==> config.mk <==
export PLATFORM = sky130hd
export DESIGN_NAME = lzc_norm_pipe
export DESIGN_NICKNAME = d
export VERILOG_FILES = /design/src/rtl/awgn_pkg.sv /design/src/rtl/lzc_norm_pipe_lzd.sv /design/src/rtl/lzc_norm_pipe.sv
export SDC_FILE = /design/constraint.sdc
export NUM_CORES = 1
export LEC_CHECK = 0
export ABC_AREA = 1
export CAP_MARGIN = 20
export CORE_ASPECT_RATIO = 1.5
export CORE_UTILIZATION = 30
export CTS_CLUSTER_SIZE = 40
export DETAILED_ROUTE_END_ITERATION = 10
export MAX_ROUTING_LAYER = met4
export PLACE_DENSITY = 0.62
export RECOVER_POWER = 100
export SETUP_SLACK_MARGIN = 0.4
export SKIP_CTS_REPAIR_TIMING = 1
export SLEW_MARGIN = 15
export SYNTH_ARGS = -nofsm -noshare
export SYNTH_HDL_FRONTEND = slang
export SYNTH_SLANG_ARGS = --single-unit
==> constraint.sdc <==
create_clock -name clk -period 5.5 [get_ports clk]
set_clock_uncertainty 0.1 [all_clocks]
set_input_delay 1.1 -clock clk [delete_from_list [all_inputs] [get_ports clk]]
set_output_delay 1.1 -clock clk [all_outputs]
set_load 0.05 [all_outputs]
==> src/rtl/awgn_pkg.sv <==
// Shared helpers for the AWGN datapath blocks.
//   clog2         : ceiling log2, usable in parameter and port declarations
//   lzc_width     : width of a leading-zero count that can also hold the value WIDTH
//   lzc_zero_code : count reported for an all-zero word (MSB of the count set, rest 0)
//   LZD_LEAF_W    : width of the leaf detector in the leading-zero tree
package awgn_pkg;

  localparam int LZD_LEAF_W = 2;

  function automatic int clog2(input int value);
    int r;
    r = 0;
    for (int v = value - 1; v > 0; v = v >> 1) r++;
    return r;
  endfunction

  function automatic int lzc_width(input int width);
    return clog2(width) + 1;
  endfunction

  // For a power-of-two width the value WIDTH is exactly the MSB of the count.
  function automatic int lzc_zero_code(input int width);
    return width;
  endfunction

endpackage

==> src/rtl/lzc_norm_pipe_lzd.sv <==
// lzd_tree: combinational leading-zero detector for a power-of-two width W >= 2.
// Built recursively: 2-bit leaves, merged pairwise with v = vh|vl, p = {~vh, vh ? ph : pl}.
//   a : word to inspect
//   p : number of leading zeros, meaningful only when v = 1
//   v : at least one bit of a is set
module lzd_tree
  import awgn_pkg::*;
#(
  parameter int W = 32
) (
  input  logic [W-1:0]        a,
  output logic [clog2(W)-1:0] p,
  output logic                v
);

  generate
    if (W == LZD_LEAF_W) begin : g_leaf
      assign v = a[1] | a[0];
      assign p = ~a[1];
    end else begin : g_node
      localparam int HW = W / 2;

      logic [clog2(HW)-1:0] ph;
      logic [clog2(HW)-1:0] pl;
      logic                 vh;
      logic                 vl;

      lzd_tree #(.W(HW)) u_hi (.a(a[W-1:HW]), .p(ph), .v(vh));
      lzd_tree #(.W(HW)) u_lo (.a(a[HW-1:0]), .p(pl), .v(vl));

      // A set bit in the upper half decides the count; otherwise the whole
      // upper half is leading zeros, which the new MSB of p accounts for.
      assign v = vh | vl;
      assign p = {~vh, vh ? ph : pl};
    end
  endgenerate

endmodule

==> src/rtl/lzc_norm_pipe.sv <==
// lzc_norm_pipe: two-stage pipelined leading-zero counter and normaliser.
// Stage 1 registers the word, tag, leading-zero count and zero flag; stage 2
// registers the left-shifted word so its MSB is 1 (all zeros for a zero word).
//   clk, rst              : clock, asynchronous active-high reset
//   in_valid/in_ready     : input handshake
//   in_data, in_tag       : word to normalise and its sideband tag
//   out_valid/out_ready   : output handshake
//   out_norm              : in_data << out_lzc
//   out_lzc               : leading zeros, 0..WIDTH (WIDTH for a zero word)
//   out_zero              : input word was zero
//   out_tag               : tag travelling with the result
module lzc_norm_pipe
  import awgn_pkg::*;
#(
  parameter int WIDTH = 32,
  parameter int TAG_W = 4,
  parameter int LZC_W = lzc_width(WIDTH)
) (
  input  logic             clk,
  input  logic             rst,
  input  logic             in_valid,
  output logic             in_ready,
  input  logic [WIDTH-1:0] in_data,
  input  logic [TAG_W-1:0] in_tag,
  output logic             out_valid,
  input  logic             out_ready,
  output logic [WIDTH-1:0] out_norm,
  output logic [LZC_W-1:0] out_lzc,
  output logic             out_zero,
  output logic [TAG_W-1:0] out_tag
);

  localparam logic [LZC_W-1:0] ZERO_LZC = LZC_W'(lzc_zero_code(WIDTH));

  logic [LZC_W-2:0] tree_p;
  logic             tree_v;
  logic [LZC_W-1:0] in_lzc;

  logic             s1_valid;
  logic [WIDTH-1:0] s1_data;
  logic [TAG_W-1:0] s1_tag;
  logic [LZC_W-1:0] s1_lzc;
  logic             s1_zero;

  logic             s2_adv;
  logic             s1_adv;
  logic             in_fire;
  logic             s2_load;
  logic [WIDTH-1:0] norm_next;

  lzd_tree #(.W(WIDTH)) u_lzd (
    .a (in_data),
    .p (tree_p),
    .v (tree_v)
  );

  assign in_lzc = tree_v ? {1'b0, tree_p} : ZERO_LZC;

  // Each stage may advance when it is empty or the stage after it is moving,
  // so a full pipe still accepts and emits on the same edge.
  assign s2_adv   = ~out_valid | out_ready;
  assign s1_adv   = ~s1_valid | s2_adv;
  assign in_ready = s1_adv;
  assign in_fire  = in_valid & s1_adv;
  assign s2_load  = s1_valid & s2_adv;

  // NOTE: give every always_comb output a default first, so no path leaves it unassigned and infers a latch.
  always_comb begin
    norm_next = s1_data << s1_lzc[LZC_W-2:0];
    if (s1_zero) norm_next = '0;
  end

  // NOTE: sequential state uses non-blocking assignments so every register sees pre-edge values of the others.
  always_ff @(posedge clk or posedge rst) begin
    if (rst) begin
      // NOTE: payload registers are reset too because the outputs have defined reset values; there is no memory here.
      s1_valid <= 1'b0;
      s1_data  <= '0;
      s1_tag   <= '0;
      s1_lzc   <= '0;
      s1_zero  <= 1'b0;
    end else begin
      if (s1_adv) s1_valid <= in_valid;
      if (in_fire) begin
        s1_data <= in_data;
        s1_tag  <= in_tag;
        s1_lzc  <= in_lzc;
        s1_zero <= ~tree_v;
      end
    end
  end

  always_ff @(posedge clk or posedge rst) begin
    if (rst) begin
      out_valid <= 1'b0;
      out_norm  <= '0;
      out_lzc   <= '0;
      out_zero  <= 1'b0;
      out_tag   <= '0;
    end else begin
      if (s2_adv) out_valid <= s1_valid;
      if (s2_load) begin
        out_norm <= norm_next;
        out_lzc  <= s1_lzc;
        out_zero <= s1_zero;
        out_tag  <= s1_tag;
      end
    end
  end

endmodule

==> results of run 1 <==
[metrics by stage]
stage | instances | power, mW | cell area, sq um | hold slack [ns] | util [%]
final | 996 | 2.475 | 6248 | 0.3697 | 37.44
after global routing | 996 | 2.623 | 6248 | 0.4008 | 37.44
after CTS | 996 | 2.538 | 6266 | 0.3828 | 37.54
after detailed placement | 980 | 1.906 | 5958 | 0.3655 | 35.70
after global placement | 980 | 1.901 | 5958 | 0.3649 | 35.70
after floorplan | 724 | 1.591 | 5089 | 0.3492 | -
[worst min-delay path, stage by stage, from the launching register on]
cell and delay, ns:
dfrtp_1 0.34, nand2_1 0.05, nand2_1 0.05
[per-layer routing]
layer  routed length, um  track usage [%]  vias up
li1                    -                -     2522
met1                5867            20.71     2267
met4                 504            8.047        0
met5                   0                -        -
met2                7458            29.70      136
met3                 605            2.300       30
[cells in the final DEF, fill, tap and decap left out, drive strengths merged, types with 3 or more instances in the layout]
cell type	count
clkbuf	12
dfrtp	86
nand3	210
inv	47
nor2	24
buf	4
nand2	237
a21oi	13
clkdlybuf4s50	37
o21ai	54
dlygate4sd3	47
clkinv	3
[worst paths after layout]
kind | to | slack (ns) | cells after the start
max in group asynchronous | out_norm[18]$_DFFE_PP0P_ | 1.94 | 3
max | in_ready | 1.63 | 4
max reg2reg | out_norm[30]$_DFFE_PP0P_ | 2.89 | 4
min reg2reg | out_norm[22]$_DFFE_PP0P_ | 0.37 | 2
min in group asynchronous | s1_data[24]$_DFFE_PP0P_ | 1.58 | 2
min | out_norm[22]$_DFFE_PP0P_ | 0.37 | 2
[kinds of logic after synthesis]
kind of cell / Yosys count
AO/OA/AOI/OAI: 73
AND/OR/NAND/NOR: 474
buffers and inverters: 91
flip-flops: 86
[flip-flops by register name (all words and copies together) (netlist names)]
signal,cells
s1_tag,4
out_tag,4
out_lzc,6
s1_data,32
out_valid,1
s1_valid,1
s1_lzc,6
out_norm,32
[area by class of cell]
cell class	count	area share [%]
multi-input combinational	547	39.35
sequential	86	34.44
timing repair buffer	90	14.08
tap	210	4.205
clock buffer	10	3.825
inverter	47	3.004
clock inverter	6	1.101
[power by group through the flow]
| stage | combinational (mW) | clock [mW] | sequential [mW] |
|---|---|---|---|
| 3_3_place_gp | 1.03 | 0 | 0.873 |
| 6_report | 0.992 | 0.624 | 0.860 |
| 2_1_floorplan | 0.433 | 0 | 1.16 |
| 3_5_place_dp | 1.03 | 0 | 0.876 |
| 4_1_cts | 1.03 | 0.640 | 0.865 |
| 5_1_grt | 1.08 | 0.664 | 0.876 |
==> impl_metrics.json, run 1 <==
{
  "seqPwrFrac_pct": 34.7,
  "synth-main-ff-cell": "dfrtp_1",
  "port_buffers": 84,
  "ir_worst_vdd_mv": 0.1860,
  "drive_gt1_share_pct": 4.071,
  "critPathMaxStageDelay_ns": 0.88,
  "synth_nets": 764,
  "ant_nets": 0,
  "critPathSlowestCell": "dlygate4sd3_1",
  "clock.fmax_ghz": 0.2586,
  "core_sq_um": 16690,
  "min_path_type": "reg -> reg",
  "powerDensity_nw_per_um2": 396.1,
  "seq_area_sq_um": 2152,
  "dieWidth_um": 108.3,
  "tightest_slew_ns": 1.865,
  "crit_top_cell": "dlygate4sd3_1",
  "critical-path-top-delay-family": "buffers and inverters",
  "synth_enable_flop_cells": 0,
  "num_vias": 4955,
  "slew_violations": 94,
  "avgRoutedWirePerCell_um": 14.49,
  "clock_latency_ns": 0.35,
  "worstPathRequired_ns": 4.30,
  "ys_types": 26,
  "power.share.clock_pct": 25.2,
  "area_growth_pct": 22.79,
  "numCtsBuffers": 9,
  "violations": "capacitance limit, slew limit",
  "finalHoldViolations": 0,
  "synthSimpleGateAreaFrac_pct": 40.79,
  "fp.dieH_um": 161.5,
  "rows": 58,
  "via_per_inst": 4.975,
  "grt_overflow": 0,
  "crit_chain": "dlygate4sd3_1 > inv_1 > nand3_1 > dlygate4sd3_1",
  "endpoint_kind": "primary output",
  "synthXorXnorAreaFrac_pct": 0,
  "grt_max_degree": 65,
  "p_leak_nw": 3.035,
  "ys_top_cells_by_area": "dfrtp_1, nand3_1, nand2_1",
  "path_max_fanout": 3,
  "synth_common_cells": "nand2_1, nand3_1, dfrtp_1",
  "yosys_warnings": 0,
  "postSynth.asyncResetShare_pct": 100.0,
  "grt_pass1_vias": 4639,
  "routed_wl_um": 14440,
  "gp_congestion": 0.9124,
  "netSwitchingPower_mw": 1.048,
  "cp-start-kind": "input port",
  "antenna_found_initial": 0,
  "diodes": 0,
  "cts_max_level": 3,
  "netlist_area_sq_um": 5089,
  "drt_iter0_markers": 364,
  "worstSetupPathType": "in -> out",
  "r2r-start": "s1_lzc[3]$_DFFE_PP0P_",
  "num_io_pins": 85,
  "synthAdderAreaFrac_pct": 0,
  "min_period_over_period_pct": 70.31,
  "multiInputGateArea_sq_um": 2459,
  "post-place-ws_ns": 1.738,
  "critPathBufInv": 3,
  "drc": 0,
  "setup_ws_ns": 1.633,
  "setup_tns_ns": 0,
  "cts_buffer_depth": 2,
  "p_int_mw": 1.427,
  "grt_usage_pct": 17.65,
  "ys_seq_area_share_pct": 42.29,
  "dp_hpwl_um": 10850,
  "grt_pass1_wl_um": 23340,
  "start_util_pct": 30.49,
  "clock-sinks": 86,
  "synth_top_cell_area_share_pct": 42.29,
  "critPathArrivalTime_ns": 2.67,
  "drt_pass1_iterations": 7,
  "swShare_pct": 42.34,
  "rsz0062_at_grt": "no",
  "fin_nets": 821,
  "synthCells": 724,
  "nFillCells": 1831,
  "outcome": "complete, but fails checks",
  "clk_pin_slew_worst_paths_ns": 0.06,
  "synth_top_family_by_area": "simple AND/OR/NAND/NOR gates",
  "ys_ff_latch": 86,
  "comb_power_share_pct": 40.1,
  "die_area_sq_um": 17500,
  "cts-root-buf": "clkbuf_16",
  "drv_cap": 2,
  "relSlewSlack_pct": -24.99,
  "hold_start": "out_norm[22]$_DFFE_PP0P_",
  "yosysTopAreaCell": "dfrtp_1",
  "synthMuxAreaShare_pct": 0,
  "cts_tree": "built",
  "fin_crit_ns": 3.867,
  "crit_start": "out_ready",
  "synth_most_common_cell": "nand2_1",
  "syn_area_per_cell_sq_um": 7.028,
  "finalSetupViolCount": 0,
  "synth_compound_area_share_pct": 7.745
}
No activity file was read; power rests on OpenSTA's default activity.
==> run 2, diff against run 1 <==
clock period = 3.8 ns   (was 5.5 ns; I/O delays follow)
==> run 2 against run 1 <==
  * The run still ends with capacitance limit, slew limit left
  * Sequential cell count is the same
  * Worst hold slack hardly changed
  * Combinational power is 46% higher
  * Non-clock buffer count grew 5
  * Via count is 1.4% higher
  * Sequential share of layout area fell by 0.31 points
  * Clock power is 53% higher
  * Global-route usage grew 0.24 points
  * Total power rose by 47%
  * Core utilization rose by 0.34 points
  * Highest routed layer unchanged
==> impl_metrics.json, run 2 (synthesized netlist as in run 1, its figures left out) <==
{
  "mostFrequentLayoutCell": "nand2_1",
  "dp_hpwl_um": 11180,
  "slew_violations": 90,
  "worstSetupPathType": "in -> out",
  "ant_nets": 0,
  "cts_tree": "built",
  "final_area_sq_um": 6305,
  "clock-sinks": 86,
  "fp.dieH_um": 161.5,
  "min_path_type": "reg -> reg",
  "regToRegSetupSlack_ns": 1.25,
  "numCtsBuffers": 9,
  "ir_worst_vdd_mv": 0.2120,
  "finish.utilization_pct": 37.77,
  "ff2ff_path_depth": 6,
  "multiInputGateArea_sq_um": 2456,
  "fin_crit_ns": 3.186,
  "fin_nets": 826,
  "clock_latency_ns": 0.35,
  "rsz0062_at_grt": "no",
  "cts_max_level": 3,
  "powerDensity_nw_per_um2": 578.5,
  "rows": 58,
  "r2r-end": "out_norm[17]$_DFFE_PP0P_",
  "drc": 0,
  "drt_pass1_iterations": 8,
  "min_period_over_period_pct": 83.84,
  "die_area_sq_um": 17500,
  "violations": "capacitance limit, slew limit",
  "worstPathRequired_ns": 2.94,
  "drt_iter0_markers": 319,
  "outcome": "complete, but fails checks",
  "relSlewSlack_pct": -27.51,
  "via_per_inst": 5.023,
  "setup_tns_ns": 0,
  "endpoint_kind": "primary output",
  "tightest_slew_ns": 1.913,
  "path_max_fanout": 3,
  "r2r-start": "s1_valid$_DFFE_PP0P_",
  "seq_area_sq_um": 2152,
  "grt_pass1_vias": 4721,
  "cp-start-kind": "input port",
  "avgRoutedWirePerCell_um": 14.54,
  "start_util_pct": 30.49,
  "placed_area_sq_um": 6008,
  "final_cell_mix": "nand2_1, nand3_1, dfrtp_1, o21ai_0, dlygate4sd3_1",
  "core_sq_um": 16690,
  "grt_usage_pct": 17.89,
  "clock.fmax_ghz": 0.3139,
  "area_growth_pct": 23.90,
  "finalHoldViolations": 0,
  "cts_buffer_depth": 2,
  "num_vias": 5023,
  "dieWidth_um": 108.3,
  "p_leak_nw": 3.066,
  "nFillCells": 1816,
  "gp_congestion": 0.8914,
  "critPathArrivalTime_ns": 2.33,
  "routed_wl_um": 14540,
  "grt_overflow": 0,
  "grt_max_degree": 50,
  "port_buffers": 84,
  "grt_pass1_wl_um": 23720,
  "antenna_found_initial": 0,
  "cts-root-buf": "clkbuf_16",
  "diodes": 0,
  "drive_gt1_share_pct": 4.177,
  "drv_cap": 2,
  "reg_top3": "out_norm: 32 flops, s1_data: 32 flops",
  "crit_start": "out_ready",
  "clk_pin_slew_worst_paths_ns": 0.06,
  "num_io_pins": 85,
  "endpoint": "in_ready",
  "finalSetupViolCount": 0
}
==> run 2: cell types whose count changed in the layout (fill, tap and decap cells not counted) <==
cell / delta
buf_12: +1
clkinvlp_4: -1
clkdlybuf4s50_1: -1
nand2_2: -1
buf_4: +3
nand2_1: +1
clkbuf_1: +2
clkinv_4: -1
bufinv_16: +1
dlygate4sd3_1: +1
clkbuf_2: -1
==> run 2: layout make-up <==
class                   count  share of cell area (%)
repair buffers             95                   14.67
flip-flops and latches     86                   34.13
clock buffers              10                   3.790
inverters                  47                   2.977
clock inverters             5                   1.310
well taps                 210                   4.167
multi-input cells         547                   38.96
==> run 2: how the worst min path moves through the flow <==
stage / start / to / slack (ns) / cells after the start
3_3_place_gp: out_norm[9]$_DFFE_PP0P_ / out_norm[9]$_DFFE_PP0P_ / 0.37 / 2
2_1_floorplan: s1_tag[3]$_DFFE_PP0P_ / s1_tag[3]$_DFFE_PP0P_ / 0.35 / 2
5_1_grt: out_norm[15]$_DFFE_PP0P_ / out_norm[15]$_DFFE_PP0P_ / 0.39 / 2
4_1_cts: out_norm[11]$_DFFE_PP0P_ / out_norm[11]$_DFFE_PP0P_ / 0.38 / 2
3_5_place_dp: out_norm[11]$_DFFE_PP0P_ / out_norm[11]$_DFFE_PP0P_ / 0.36 / 2
6_report: out_norm[11]$_DFFE_PP0P_ / out_norm[11]$_DFFE_PP0P_ / 0.37 / 2
==> run 2: worst max-delay path, cell delays in order <==
cell,delay [ns]
dlygate4sd3_1,0.52
inv_1,0.06
nand3_1,0.10
dlygate4sd3_1,0.88
==> run 2: metal layers <==
layer | global-route usage (%) | wire (um) | vias up
met3 | 2.139 | 519 | 30
met4 | 8.047 | 493 | 0
met5 | - | 0 | -
met2 | 30.20 | 7504 | 141
met1 | 21.10 | 6021 | 2326
li1 | - | - | 2526
==> run 2: per-stage QoR <==
| stage | power (mW) | setup slack [ns] | hold WS (ns) | cells |
|---|---|---|---|---|
| 2_1_floorplan | 2.303 | 0.7182 | 0.3492 | 724 |
| 3_3_place_gp | 2.768 | 0.7283 | 0.3665 | 985 |
| 3_5_place_dp | 2.775 | 0.7296 | 0.3648 | 985 |
| 4_1_cts | 3.725 | 0.7267 | 0.3817 | 1000 |
| 5_1_grt | 3.851 | 0.3737 | 0.3939 | 1000 |
| 6_report | 3.647 | 0.6141 | 0.3697 | 1000 |
==> run 2: where the power goes <==
| part | total, mW | switching (mW) | internal (mW) |
|---|---|---|---|
| Sequential | 1.25 | 0.140 | 1.11 |
| Combinational | 1.45 | 1.01 | 0.435 |
| Clock | 0.952 | 0.360 | 0.592 |
| Total | 3.65 | 1.51 | 2.13 |
